## src/rtl/sd_adc_decimator_pkg.sv

```systemverilog
// Shared constants for the sigma-delta ADC front end and its downstream PWM range mapping.
// Holds the default widths and the full-scale sample value helper.
package sd_adc_pkg;

  localparam int unsigned CNT_W_DEFAULT        = 10;
  localparam int unsigned SYNC_STAGES_DEFAULT  = 2;
  localparam int unsigned SMOOTH_SHIFT_DEFAULT = 2;

  // Largest representable sample for a given count width (2^width - 1).
  function automatic int unsigned sat_max(input int unsigned width);
    return (32'd1 << width) - 32'd1;
  endfunction

endpackage

```

## src/rtl/sd_adc_decimator_sync_2ff.sv

```systemverilog
// Multi-flop synchroniser for a single asynchronous input pin.
// STAGES selects the chain depth (2 or 3); output lags the input by STAGES clocks.
module sync_2ff #(
  parameter int unsigned STAGES = 2
) (
  input  logic clk_i,
  input  logic reset_i,
  input  logic d_i,
  output logic q_o
);

  logic [STAGES-1:0] chain_q;

  always_ff @(posedge clk_i) begin
    if (reset_i) begin
      chain_q <= '0;
    end else begin
      chain_q <= {chain_q[STAGES-2:0], d_i};
    end
  end

  assign q_o = chain_q[STAGES-1];

endmodule

```

## src/rtl/sd_adc_decimator.sv

```systemverilog
// First-order sigma-delta front end: comparator sync, 1-bit feedback, windowed
// ones-count with saturation, and an exponential smoothing filter on the samples.
module sd_adc_decimator
  import sd_adc_pkg::*;
#(
  parameter int unsigned CNT_W        = CNT_W_DEFAULT,
  parameter int unsigned SYNC_STAGES  = SYNC_STAGES_DEFAULT,
  parameter int unsigned SMOOTH_SHIFT = SMOOTH_SHIFT_DEFAULT
) (
  input  logic             clk_i,
  input  logic             reset_i,
  input  logic             enable_i,
  input  logic             comp_async_i,
  output logic             fb_o,
  output logic [CNT_W-1:0] raw_o,
  output logic             raw_valid_o,
  output logic [CNT_W-1:0] filt_o,
  output logic             filt_valid_o
);

  localparam int unsigned FW = CNT_W + SMOOTH_SHIFT;
  localparam logic [CNT_W-1:0] WIN_LAST = CNT_W'(sat_max(CNT_W));

  logic             comp_s;
  logic             fb_q;
  logic [CNT_W-1:0] win_cnt_q;
  logic [CNT_W:0]   acc_q;
  logic [CNT_W-1:0] raw_q;
  logic             raw_valid_q;
  logic [FW-1:0]    filt_q;
  logic [CNT_W-1:0] filt_out_q;
  logic             filt_valid_q;
  logic             first_q;

  logic             terminal;
  logic [CNT_W:0]   tot;
  logic [CNT_W-1:0] tot_sat;
  logic [FW:0]      fq_ext;
  logic [FW:0]      raw_ext;
  logic [FW-1:0]    filt_upd;
  logic [FW-1:0]    filt_preload;
  logic [FW-1:0]    filt_nxt;

  sync_2ff #(
    .STAGES (SYNC_STAGES)
  ) u_comp_sync (
    .clk_i   (clk_i),
    .reset_i (reset_i),
    .d_i     (comp_async_i),
    .q_o     (comp_s)
  );

  // A window only closes while the converter is running; a disable in the
  // terminal cycle throws the window away.
  always_comb begin
    terminal = 1'b0;
    tot      = '0;
    tot_sat  = '0;
    terminal = enable_i && (win_cnt_q == WIN_LAST);
    tot      = acc_q + {{CNT_W{1'b0}}, fb_q};
    // Only a full window of ones reaches bit CNT_W, which maps to full scale.
    tot_sat  = tot[CNT_W] ? WIN_LAST : tot[CNT_W-1:0];
  end

  // One spare bit keeps filt + raw from wrapping before the decay term is removed.
  always_comb begin
    fq_ext       = '0;
    raw_ext      = '0;
    filt_upd     = '0;
    filt_preload = '0;
    filt_nxt     = '0;
    fq_ext       = {1'b0, filt_q};
    raw_ext      = (FW+1)'(raw_q);
    filt_upd     = FW'(fq_ext + raw_ext - (fq_ext >> SMOOTH_SHIFT));
    filt_preload = FW'(raw_q) << SMOOTH_SHIFT;
    filt_nxt     = first_q ? filt_upd : filt_preload;
  end

  always_ff @(posedge clk_i) begin
    if (reset_i) begin
      fb_q         <= 1'b0;
      win_cnt_q    <= '0;
      acc_q        <= '0;
      raw_q        <= '0;
      raw_valid_q  <= 1'b0;
      filt_q       <= '0;
      filt_out_q   <= '0;
      filt_valid_q <= 1'b0;
      first_q      <= 1'b0;
    end else begin
      fb_q         <= comp_s & enable_i;
      raw_valid_q  <= terminal;
      filt_valid_q <= raw_valid_q;

      if (!enable_i) begin
        win_cnt_q <= '0;
        acc_q     <= '0;
      end else begin
        win_cnt_q <= win_cnt_q + CNT_W'(1);
        acc_q     <= terminal ? '0 : tot;
      end

      if (terminal) begin
        raw_q <= tot_sat;
      end

      // The filtered output is registered from the next filter value so it
      // lines up with filt_valid one cycle after the raw strobe.
      if (raw_valid_q) begin
        filt_q     <= filt_nxt;
        filt_out_q <= CNT_W'(filt_nxt >> SMOOTH_SHIFT);
      end

      if (!enable_i) begin
        first_q <= 1'b0;
      end else if (raw_valid_q) begin
        first_q <= 1'b1;
      end
    end
  end

  assign fb_o         = fb_q;
  assign raw_o        = raw_q;
  assign raw_valid_o  = raw_valid_q;
  assign filt_o       = filt_out_q;
  assign filt_valid_o = filt_valid_q;

endmodule

```

## config.mk

```make
export PLATFORM = sky130hd
export DESIGN_NAME = sd_adc_decimator
export DESIGN_NICKNAME = d
export VERILOG_FILES = /design/src/rtl/sd_adc_decimator_pkg.sv /design/src/rtl/sd_adc_decimator_sync_2ff.sv /design/src/rtl/sd_adc_decimator.sv
export SDC_FILE = /design/constraint.sdc
export NUM_CORES = 1
export LEC_CHECK = 0
export ABC_AREA = 1
export CORE_ASPECT_RATIO = 0.5
export CORE_MARGIN = 5
export CORE_UTILIZATION = 40
export CTS_CLUSTER_SIZE = 12
export DETAILED_ROUTE_END_ITERATION = 8
export GPL_TIMING_DRIVEN = 1
export PLACE_DENSITY = 0.7
export SLEW_MARGIN = 30
export SYNTH_ARGS = -nofsm -noshare
export SYNTH_HDL_FRONTEND = slang
export SYNTH_HIERARCHICAL = 1
export SYNTH_SLANG_ARGS = --single-unit
export TNS_END_PERCENT = 10
```

## constraint.sdc

```tcl
create_clock -name clk_i -period 5.4 [get_ports clk_i]
set_input_delay 0.54 -clock clk_i [delete_from_list [all_inputs] [get_ports clk_i]]
set_output_delay 0.54 -clock clk_i [all_outputs]
set_load 0.05 [all_outputs]
```

# Word level (Yosys, flattened, before mapping)
# Index checks and enable logic that the tools add are counted.
[word_totals] ff_bits=59 ramBits=0 in_bits=4 latch_bits=0 elab_cells=22 output_inout_bits=23 mem_bits_ro=0 n_memories=0
[op_classes] addsub=4 div=0 n_mul=0 n_reduce_logical=3 n_lt_le_gt_ge=0 n_bitwise=2 n_shift=0 n_eq_ne=1 mux=2
[op_table] operator="12-bit by 10-bit adder with 12-bit output" count=1
[op_table] operator="12-bit two-way mux" count=1
[op_table] operator="12-bit by 10-bit subtractor with 12-bit output" count=1
[op_table] operator="11-bit by 1-bit adder with 11-bit output" count=1
[op_table] operator="10-bit by 1-bit adder with 10-bit output, second input constant" count=1
[op_table] operator="10-bit equality test, second input constant" count=1
[op_table] operator="10-bit two-way mux" count=1
[op_table] operator="3-bit OR reduction" count=1
[op_table] operator="2-bit OR reduction" count=1
[op_table] operator="1-bit AND" count=1
[op_table] operator="1-bit logical AND" count=1
[op_table] operator="1-bit NOT" count=1

# Depth between registers and ports, before layout
# Gate-level depths: netlist of run 1.
[depth] ltp_word=3 depth_mapped=14 depth_no_buf=14

# Modules after synthesis
# Netlist of run 1, hierarchy kept.
[modules_own_cells] mod="sd_adc_decimator" cells_per_inst=421 n_inst=1 seq_area_each_um2=940.9 area_each_um2=2922.8
[modules_own_cells] mod="sync_2ff" cells_per_inst=6 n_inst=1 seq_area_each_um2=40.0 area_each_um2=55.1

# Worst setup path before layout of run 1
# OpenSTA, ideal clock, no wires.
[synth_path] path_type="reg-to-reg" startpoint="reg raw_q[1], in the netlist raw_o[1]" endpoint="reg filt_q[8]" n_path_buf=0 setup_time_ns=0.132 t_required_ns=5.268 arrival_time_ns=2.394 synth_period_minus_slack_ns=2.526 path_stages_with_launch=12 slack_ns=2.874 path_cell_list="dfxtp_1 > inv_1 > fa_1 > fa_1 > inv_1 > nand3_1 > nand3_1 > nand2_1 > nand3_1 > nand2_1 > o21ai_0 > a21oi_1"
[synth_via] elab_chain_len=3
[synth_rtl] item="start, declared" line_no="sd_adc_decimator.sv:28" source="logic [CNT_W-1:0] raw_q;"
[synth_rtl] item="start signal, assigned" line_no="sd_adc_decimator.sv:104" source="raw_q <= tot_sat;"
[synth_rtl] item="12-bit by 10-bit adder with 12-bit output" line_no="sd_adc_decimator.sv:74" source="filt_upd = FW'(fq_ext + raw_ext - (fq_ext >> SMOOTH_SHIFT));"
[synth_rtl] item="12-bit by 10-bit subtractor with 12-bit output" line_no="sd_adc_decimator.sv:74"
[synth_rtl] item="12-bit two-way mux" line_no="sd_adc_decimator.sv:76" source="filt_nxt = first_q ? filt_upd : filt_preload;"
[synth_rtl] item="end signal, assigned" line_no="sd_adc_decimator.sv:110" source="filt_q <= filt_nxt;"
[synth_rtl] item="end, declared" line_no="sd_adc_decimator.sv:30" source="logic [FW-1:0] filt_q;"
# No other way between the ends.
# A chain may end at the register's enable or synchronous reset.

# Worst setup path after layout of run 1
[layout_path] startpoint="reg raw_q[2], in the netlist raw_o[2]" endpoint="reg filt_q[7]"
# Same word-level chain as after synthesis.

==> results of run 1 <==
worst reg2reg max path: cells and delay by family (launching register included):
kind	cells	cell delay (ps)
AOI/OAI and AO/OA	1	60
adders and majority gates	2	900
buffers and inverters	2	120
DFF	1	400
xor gates and xnor gates	1	150
and+or+nand+nor	6	630
flip-flops by register name, summed over array words and instances, names as in the netlist:
signal               cells
filt_valid_o             1
first_q                  1
u_comp_sync/chain_q      2
filt_q                  12
win_cnt_q               10
raw_o                   10
acc_q                   11
fb_o                     1
raw_valid_o              1
cell families (layout without fill, tap and decap cells):
family / count (synthesis) / in the layout / synth area share (%)
simple gates: 180 / 180 / 25.5
buf+inv: 106 / 121 / 15.1
compound gates: 54 / 54 / 9.37
flops: 49 / 49 / 32.9
fa+ha+maj: 25 / 25 / 13.0
xor+xnor: 13 / 13 / 4.08
final cells by class:
| type | instances | area (µm²) |
|---|---|---|
| multi-input cells | 272 | 1550 |
| clock inverters | 3 | 28.8 |
| clock buffers | 5 | 125 |
| repair buffers | 27 | 268 |
| fillers | 727 | 3900 |
| well taps | 96 | 120 |
| flip-flops and latches | 49 | 981 |
| inverters | 86 | 323 |
how the worst min path moves through the flow:
stage,endpoint,depth (start not counted)
5_1_grt,u_comp_sync/chain_q[1],2
3_3_place_gp,u_comp_sync/chain_q[1],2
3_5_place_dp,u_comp_sync/chain_q[1],2
6_report,u_comp_sync/chain_q[1],2
2_1_floorplan,u_comp_sync/chain_q[1],2
4_1_cts,u_comp_sync/chain_q[1],2
stage by stage:
| step | instance area (µm²) | total power, mW | setup WS (ps) | utilization, % |
|---|---|---|---|---|
| floorplan | 2980 | 0.380 | 2870 | - |
| global placement | 3240 | 0.384 | 2880 | 44.4 |
| detailed placement | 3240 | 0.385 | 2880 | 44.4 |
| CTS | 3390 | 0.710 | 3000 | 46.5 |
| global route | 3390 | 0.725 | 2800 | 46.5 |
| finish | 3390 | 0.702 | 3010 | 46.5 |
metal layers:
| metal | global-route usage, % | share of wire, % | vias up |
|---|---|---|---|
| met5 | 0 | 0 | - |
| met2 | 21.5 | 46 | 22 |
| li1 | - | - | 1335 |
| met4 | 5.25 | 2.2 | 0 |
| met3 | 2.13 | 1.8 | 12 |
| met1 | 16.4 | 50 | 1121 |
placed cells by master, fill, tap and decap left out, types with 4 or more instances in the layout:
cell type         n
xnor2_1           6
clkbuf_16         5
nand2_1          85
fa_1             10
ha_1             15
o21ai_0          18
a21oi_1          32
xor2_1            6
inv_1            85
nor2_1           55
dfxtp_1          49
nand4_1           4
nand3_1          27
clkdlybuf4s50_1  26
cell usage after synthesis:
master	count	area (µm²)
inv_1	85	319
nand2_1	85	319
nor2_1	55	206
dfxtp_1	49	981
a21oi_1	32	160
nand3_1	27	135
o21ai_0	18	90.1
ha_1	15	188
buf_4	11	82.6
fa_1	10	200
xnor2_1	6	52.6
xor2_1	6	52.6
clkbuf_1	5	18.8
nand4_1	4	25.0
buf_2	2	10.0
nor2_2	2	12.5
nor3_1	2	10.0
a21o_1	1	7.51
a221oi_1	1	8.76
buf_1	1	3.75
buf_6	1	11.3
inv_2	1	3.75
nand2_2	1	6.26
nand3_2	1	10.0
nor3_4	1	16.3
nor4_1	1	6.26
nor4_2	1	12.5
o211ai_1	1	7.51
o21ai_1	1	5.00
xor2_2	1	16.3
power by group through the flow:
stage               logic, mW  clock network (mW)  registers, mW
finish                 0.0126               0.326          0.363
global route           0.0145               0.347          0.363
CTS                    0.0127               0.334          0.363
detailed placement     0.0127                   0          0.372
global placement       0.0126                   0          0.372
floorplan             0.00756                   0          0.372
==> results_dict.tcl, run 1 <==
set metrics [dict create \
    syn_area_mm2 0.00298 \
    seq_power_share_pct 51.7 \
    maxClockFrequency_mhz 419 \
    post_cts_buffers 0 \
    crit-reg2reg-launch "raw_o[2]" \
    grt_pass1_vias 2310 \
    grt_pass1_wl_mm 10.1 \
    finalWorstPathRequiredPeriod_ps 2390 \
    place_hpwl_mm 4.50 \
    finished_layout_cells 538 \
    worstPathArrival_ps 2530 \
    yosysSeqAreaShare_pct 32.9 \
    die_w_um 132 \
    worst_slew_pin_slew_ps 744 \
    worst_setup_path_end_kind "flop" \
    grt-ovfl-total 0 \
    syn_inst 427 \
    cellLeakagePower_nw 1.40 \
    cts_buf_count 5 \
    drtIter0Drc 164 \
    floorplan.rows 22 \
    timing.critical_path.slowest_cell_delay_ps 530 \
    io_pins 27 \
    p_int_mw 0.544 \
    syn_nets 456 \
    timing.reg2reg.setup_slack_ps 3010 \
    ant_nets 0 \
    synth_cell_types 30 \
    worstReg2RegEnd "filt_q[7]" \
    clkTransAtPathRegs_ps 70 \
    post-route-period-util_pct 44.2 \
    cts_tree "yes" \
    floorplan.die_area_mm2 0.00937 \
    floorplan.initialDensity_pct 40.8 \
    drive_above_1_share_pct 3.85 \
    synth_seq_cells 49 \
    outcome "completed" \
    dieHeight_um 71.0 \
    insertion_delay_ps 290 \
    r2r_cells 12 \
    cts_hold_buf 0 \
    antenna_violations_before_repair 0 \
    place.port_buffers 26 \
    worst_hold_path_type "reg -> reg" \
    track_usage_pct 12.7 \
    core_region_area_mm2 0.00729 \
    cp_num_cells 12 \
    number_of_nets_in_the_layout 470 \
    area_growth_syn_to_layout_pct 13.9 \
    net-switching-power_mw 0.158 \
    clock_power_share_pct 46.5 \
    detail_route.wirelength_mm 5.82 \
    relSlewSlack_pct 50.0 \
    vdd_drop_max_mv 0.114 \
    cpMostUsedCell "nand2_1" \
    finalSetupViolations 0 \
    synthesis.yosys.warnings 6 \
    critical_path_cell_by_cell "inv_1 > fa_1 > inv_1 > ha_1 > nand2_1 > nand3_1 > nand2_1 > nand2_1 > xnor2_1 > nand2_1 > nand2_1 > a21oi_1" \
    drt_pre_antenna_iters 5 \
    master_cell_of_the_clock_root_buffer "clkbuf_16" \
    rsz_0062_raised_after_global_routing "false" \
    timing.critical_path.from "raw_o[2]" \
    post_synth.cell_area_avg_um2 6.97 \
    replace_congestion 0.819 \
    h-tree-depth 2 \
    cts_repair_resized_insts 0 \
    crit_end "filt_q[7]" \
    critPathKind "reg -> reg" \
    placed_cells 530 \
    cp_num_buf_inv 2 \
    cp_top_family "adder cells" \
    cellPowerDensity_mw_per_mm2 207 \
    hold_path.startpoint "u_comp_sync/chain_q[0]" \
    hold_slack_ps 406 \
    via_density 4.63 \
    p_comb_share_pct 1.8 \
    total_vias_in_the_final_route 2490 \
    critical-path-slowest-cell "fa_1" \
    n_antenna_cell 0 \
    timing.final.hold_violations 0 \
    cts.sink_count 49 \
    critical_path.startpoint_type "flop" \
    pin_count_of_the_biggest_net_entering_global_routing 22 \
    max_cap_viol_count 0 \
    fin_setup_tns_ps 0 \
    crit_path_max_fanout 6 \
    timing_max_transition_violations_final 0 \
    timing.critical_path.required_ps 5540 \
    clock_skew_ps 8.49 \
    switching_share_pct 22.5 \
    clk_path_buf_depth 2 \
    post_drt_wl_per_cell_um 10.8 \
    route.detailed.drc 0 \
]
Note: power is estimated with default switching activity, not from simulation.
==> run 2: changes to the inputs <==
==> constraint.sdc (replaced) <==
create_clock -name clk_i -period 2.5 [get_ports clk_i]
set_input_delay 0.25 -clock clk_i [delete_from_list [all_inputs] [get_ports clk_i]]
set_output_delay 0.25 -clock clk_i [all_outputs]
set_load 0.05 [all_outputs]
==> run 2 against run 1 <==
Effect of this change:
- non-clock buffer count increased by 5
- flip-flop and latch count unchanged
- first-iteration DRC count shrank 20%
- clock-buffer cell count did not move
- worst hold slack improved by 7.0 ps
- maximum frequency is 2.6% higher
- combinational power increased to 2.6 times the previous value
- via count grew 1.4%
- largest cell class unchanged
==> results_dict.tcl, run 2 (synthesis results as in run 1) <==
set metrics [dict create \
    outcome "completed" \
    r2r_cells 12 \
    finalWorstPathRequiredPeriod_ps 2330 \
    switching_share_pct 21.3 \
    timing.critical_path.required_ps 2670 \
    placed_cells 535 \
    master_cell_of_the_clock_root_buffer "clkbuf_16" \
    worst_setup_path_end_kind "flop" \
    area_growth_syn_to_layout_pct 16.3 \
    crit_path_max_fanout 6 \
    post-route-period-util_pct 93.1 \
    critical_path.startpoint_type "flop" \
    total_vias_in_the_final_route 2526 \
    cts.sink_count 49 \
    h-tree-depth 2 \
    place.port_buffers 26 \
    dieHeight_um 71.0 \
    clkTransAtPathRegs_ps 70 \
    timing.hold.worst_path_depth 2 \
    finalSetupViolations 0 \
    number_of_nets_in_the_layout 475 \
    drtIter0Drc 131 \
    net-switching-power_mw 0.345 \
    clock_power_share_pct 49.5 \
    antenna_violations_before_repair 0 \
    rsz_0062_raised_after_global_routing "false" \
    cts_buf_count 5 \
    total_power_mw 1.62 \
    drive_above_1_share_pct 5.82 \
    floorplan.initialDensity_pct 40.8 \
    seq_power_share_pct 48.4 \
    pin_count_of_the_biggest_net_entering_global_routing 22 \
    cts_repair_resized_insts 0 \
    clk_path_buf_depth 2 \
    relSlewSlack_pct 54.6 \
    io_pins 27 \
    cellPowerDensity_mw_per_mm2 468 \
    floorplan.rows 22 \
    die_w_um 132 \
    worst_hold_path_type "reg -> reg" \
    post-route-cell-area_mm2 0.00346 \
    track_usage_pct 14.4 \
    hold_slack_ps 413 \
    worst_slew_pin_slew_ps 680 \
    detail_route.wirelength_mm 6.53 \
    post_cts_buffers 0 \
    placement.cell_area_mm2 0.00328 \
    max_reg_flops 12 \
    floorplan.die_area_mm2 0.00937 \
    clock_skew_ps 10.2 \
    maxClockFrequency_mhz 430 \
    cts_hold_buf 0 \
    regMostFlops "filt_q" \
    grt-ovfl-total 0 \
    n_antenna_cell 0 \
    max_cap_viol_count 0 \
    post_drt_wl_per_cell_um 12.0 \
    insertion_delay_ps 300 \
    critPathKind "reg -> reg" \
    p_comb_share_pct 2.0 \
    largestRegisters "filt_q x12, acc_q x11" \
    via_density 4.65 \
    drt_pre_antenna_iters 4 \
    worstPathArrival_ps 2500 \
    replace_congestion 0.855 \
    vdd_drop_max_mv 0.244 \
    route.detailed.drc 0 \
    timing_max_transition_violations_final 0 \
    fin_setup_tns_ps 0 \
    p_int_mw 1.28 \
    place_hpwl_mm 4.80 \
    grt_pass1_vias 2500 \
    grt_pass1_wl_mm 11.3 \
    cts_tree "yes" \
    core_region_area_mm2 0.00729 \
    timing.final.hold_violations 0 \
    finished_layout_cells 543 \
    layout.cells.most_common_list "inv_1, nand2_1, nor2_1" \
    ant_nets 0 \
    cellLeakagePower_nw 1.43 \
]
==> run 2: cell types whose count changed in the layout (fill, tap and decap cells not counted), sizes merged <==
cell	change
bufinv	+1
inv	-1
buf	+5
==> run 2: metrics by stage <==
step / setup WS [ps] / util (%)
finish: 172 / 47.5
global route: 12.6 / 47.5
CTS: 142 / 47.3
detailed placement: 156 / 44.9
global placement: 162 / 44.9
floorplan: 7.72 / -
==> run 2: worst paths after layout <==
kind,from,end,slack [ps]
min reg2reg,u_comp_sync/chain_q[0],u_comp_sync/chain_q[1],410
max,raw_o[2],filt_q[7],170
min,u_comp_sync/chain_q[0],u_comp_sync/chain_q[1],410
max reg2reg,raw_o[2],filt_q[7],170
==> run 2: power groups by stage <==
stage                     registers, mW  clock network, mW  logic, mW
after global placement            0.803                  0     0.0328
after floorplan                   0.804                  0     0.0163
after CTS                         0.785              0.822     0.0334
final                             0.785              0.803     0.0331
after global routing              0.785              0.846     0.0362
after detailed placement          0.803                  0     0.0330
==> run 2: layout make-up <==
class	instances	area [µm²]
fillers	718	3830
multi-input cells	272	1560
flip-flops and latches	49	983
inverters	86	323
repair buffers	32	305
clock buffers	5	125
well taps	96	120
clock inverters	3	50.0
==> run 2: critical path, stage by stage, from the launching register on <==
cell and delay, ps:
dfxtp_1 400, inv_1 90, fa_1 530, inv_1 40
ha_1 360, nand2_1 110, nand3_1 160, nand2_1 100
nand2_1 60, xnor2_1 140, nand2_1 70, nand2_1 70
a21oi_1 70
==> run 2: routing by layer <==
metal | GRT usage, % | share of wire [%]
met5 | 0 | 0
met1 | 17.7 | 48
met2 | 25.9 | 48
met3 | 2.20 | 1.9
met4 | 4.90 | 1.6
==> run 3: changes to the inputs <==
--- a/config.mk
+++ b/config.mk
@@ -8,14 +8,13 @@
 export ABC_AREA = 1
 export CORE_ASPECT_RATIO = 0.5
 export CORE_MARGIN = 5
-export CORE_UTILIZATION = 40
+export CORE_UTILIZATION = 54
 export CTS_CLUSTER_SIZE = 12
 export DETAILED_ROUTE_END_ITERATION = 8
 export GPL_TIMING_DRIVEN = 1
-export PLACE_DENSITY = 0.7
+export PLACE_DENSITY = 0.87
 export SLEW_MARGIN = 30
 export SYNTH_ARGS = -nofsm -noshare
 export SYNTH_HDL_FRONTEND = slang
-export SYNTH_HIERARCHICAL = 1
 export SYNTH_SLANG_ARGS = --single-unit
 export TNS_END_PERCENT = 10
==> run 3 against run 2 <==
Effect of this change:
- clock-buffer cell count rose by 1
- cell area is 2.5% lower
- worst hold slack better by 8.1 ps
- combinational power down 13%
- cell count decreased by 4.2%
- maximum frequency is 0.91% lower
- synthesized cell count is 0.47% higher
- register-to-register slack lost 20 ps
- highest routed layer unchanged
==> results_dict.tcl, run 3 <==
set metrics [dict create \
    cts.sink_count 49 \
    worstReg2RegEnd "filt_q[7]" \
    drtIter0Drc 161 \
    area_growth_syn_to_layout_pct 12.9 \
    track_usage_pct 18.6 \
    synth-edff-count 0 \
    rsz_0062_raised_after_global_routing "true" \
    timing.critical_path.required_ps 2710 \
    h-tree-depth 2 \
    syn_nets 458 \
    worst_slew_pin_slew_ps 660 \
    cpMostUsedCell "nand2_1" \
    synthDominantAreaCellType "dfxtp_1" \
    pin_count_of_the_biggest_net_entering_global_routing 23 \
    max_reg_flops 12 \
    fin_setup_tns_ps 0 \
    number_of_nets_in_the_layout 475 \
    timing.reg2reg.setup_slack_ps 150 \
    master_cell_of_the_clock_root_buffer "clkbuf_8" \
    synth.top_cells.by_count "nand2_1, inv_1, nor2_1" \
    ant_nets 0 \
    synth_seq_cells 49 \
    detail_route.wirelength.met1_mm 2.96 \
    met3_wirelength_um 306 \
    place_hpwl_mm 4.66 \
    timing_max_transition_violations_final 0 \
    dr_wl_met2_mm 2.96 \
    cts_buf_count 5 \
    worstPathArrival_ps 2560 \
    fill_cells 460 \
    die_w_um 115 \
    critPathKind "reg -> reg" \
    drt_pre_antenna_iters 6 \
    worst_hold_path_type "reg -> reg" \
    floorplan.initialDensity_pct 55.1 \
    detail_route.wirelength_mm 6.29 \
    via_density 5.01 \
    grt_pass1_wl_mm 11.0 \
    crit-reg2reg-launch "filt_q[5]" \
    multi_input_area_mm2 0.00158 \
    clock_skew_ps 11.6 \
    crit_path_max_fanout 4 \
    cts_tree "yes" \
    cellPowerDensity_mw_per_mm2 416 \
    pre_cts_setup_slack_ps 112 \
    clk_path_buf_depth 2 \
    top_layer_used "met4" \
    antenna_violations_before_repair 0 \
    r2r_cells 14 \
    yosys_most_used_dff "dfxtp_1" \
    post_cts_buffers 0 \
    post_drt_wl_per_cell_um 12.1 \
    floorplan.die_area_mm2 0.00721 \
    ys_async_sr_fraction_pct 0 \
    finalSetupViolations 0 \
    io_pins 27 \
    cts_hold_buf 0 \
    relSlewSlack_pct 55.9 \
    dieHeight_um 62.6 \
    worst_setup_path_end_kind "flop" \
    layout.cells.most_common_list "nand2_1, inv_1, nor2_1" \
    clkTransAtPathRegs_ps 90 \
    largestRegisters "filt_q x12, acc_q x11" \
    timing.critical_path.from "filt_q[5]" \
    synth_cell_types 30 \
    fin_ws_ps 151 \
    post-route-period-util_pct 94.0 \
    yosys.cell_count.top_type "nand2_1" \
    replace_congestion 0.925 \
    timing.final.hold_violations 0 \
    floorplan.rows 19 \
    regMostFlops "filt_q" \
    critical_path_cell_by_cell "inv_1 > fa_1 > inv_1 > ha_1 > nand2_1 > inv_1 > nand2_1 > nand2_1 > inv_1 > nand2_1 > xnor2_1 > nand2_1 > nand2_1 > a21oi_1" \
    core_region_area_mm2 0.00542 \
    layout_commonest_cell "nand2_1" \
    yosysSeqAreaShare_pct 32.8 \
    seq_area_um2 982 \
    finalWorstPathRequiredPeriod_ps 2350 \
    n_antenna_cell 0 \
    synth_top_cell_area_share_pct 32.8 \
    outcome "completed" \
    critical-path-slowest-cell "fa_1" \
    grt-ovfl-total 0 \
    vdd_drop_max_mv 0.265 \
    timing.critical_path.slowest_cell_delay_ps 530 \
    route.detailed.drc 0 \
    grt_pass1_vias 2437 \
    syn_inst 429 \
    syn_area_mm2 0.00299 \
    drive_above_1_share_pct 5.37 \
    cellLeakagePower_nw 1.43 \
    post_synth.cell_area_avg_um2 6.97 \
    synthTopCellsByArea "dfxtp_1, nand2_1, inv_1" \
    insertion_delay_ps 310 \
    max_cap_viol_count 0 \
    maxClockFrequency_mhz 426 \
    synthesis.yosys.warnings 0 \
    crit_end "filt_q[7]" \
    place.port_buffers 26 \
    critical_path.startpoint_type "flop" \
    total_vias_in_the_final_route 2604 \
]
## run 3: changes by cell type in the layout (fill, tap and decap cells not counted), moves of 4 or more
cell | previous run | this run
clkbuf_16 | 5 | 0
clkbuf_8 | 0 | 6
nor3_1 | 2 | 9
o21ai_0 | 18 | 6
nor2_1 | 55 | 51
o21ai_1 | 1 | 11
## run 3: where the power goes
group          total (mW)  switching [mW]  internal (mW)
combinational      0.0287          0.0191        0.00967
sequential          0.785         0.00158          0.783
clock               0.590           0.264          0.325
## run 3: repair_timing
item	in CTS	in global routing
endpoints found under the hold margin	0	0
setup endpoints to repair	0	4
resized for setup	0	3
## run 3: cell families after synthesis
logic type                 count (synthesis)  share of synthesized area, %
adders and majority gates                 25                          13.0
buffers and inverters                    104                          14.6
DFF                                       49                          32.8
and+or+nand+nor                          183                          26.3
AOI/OAI and AO/OA                         56                          9.80
xor gates and xnor gates                  12                          3.52
## run 3: layout make-up
cell class,count,share of cell area (%)
clock buffer,6,2.45
clock inverter,2,1.11
inverter,85,9.45
multi-input combinational,276,46.8
sequential,49,29.1
tap,73,2.71
timing repair buffer,29,8.38
## run 3: worst min-delay path by stage
stage               cells after the start                   start                     end  slack (ps)
finish                                  2  u_comp_sync.chain_q[0]  u_comp_sync.chain_q[1]         420
global route                            2  u_comp_sync.chain_q[0]  u_comp_sync.chain_q[1]         460
CTS                                     2  u_comp_sync.chain_q[0]  u_comp_sync.chain_q[1]         430
detailed placement                      2  u_comp_sync.chain_q[0]  u_comp_sync.chain_q[1]         420
global placement                        2  u_comp_sync.chain_q[0]  u_comp_sync.chain_q[1]         400
floorplan                               2            comp_async_i  u_comp_sync.chain_q[0]         360
## run 3: per-stage QoR
step	power (mW)	utilization [%]	hold slack, ps	cells	area [µm²]
5_1_grt	1.46	62.3	459	520	3380
2_1_floorplan	0.820	-	357	429	2990
3_5_place_dp	0.832	59.9	417	512	3250
6_report	1.40	62.3	421	520	3380
4_1_cts	1.41	62.1	432	520	3370
3_3_place_gp	0.831	59.9	397	512	3250
## run 3: per-layer routing
| metal | global-route usage (%) | vias to the layer above |
|---|---|---|
| met4 | 5.86 | 0 |
| met5 | 0 | - |
| li1 | - | 1355 |
| met2 | 30.5 | 69 |
| met1 | 24.7 | 1172 |
| met3 | 3.58 | 8 |
## run 3: worst max-delay path: cells and delay by family (launching register included)
kind,cells,cell delay [ps]
buffers and inverters,4,240
DFF,1,420
xor gates and xnor gates,1,160
and+or+nand+nor,6,490
AOI/OAI and AO/OA,1,60
adders and majority gates,2,880
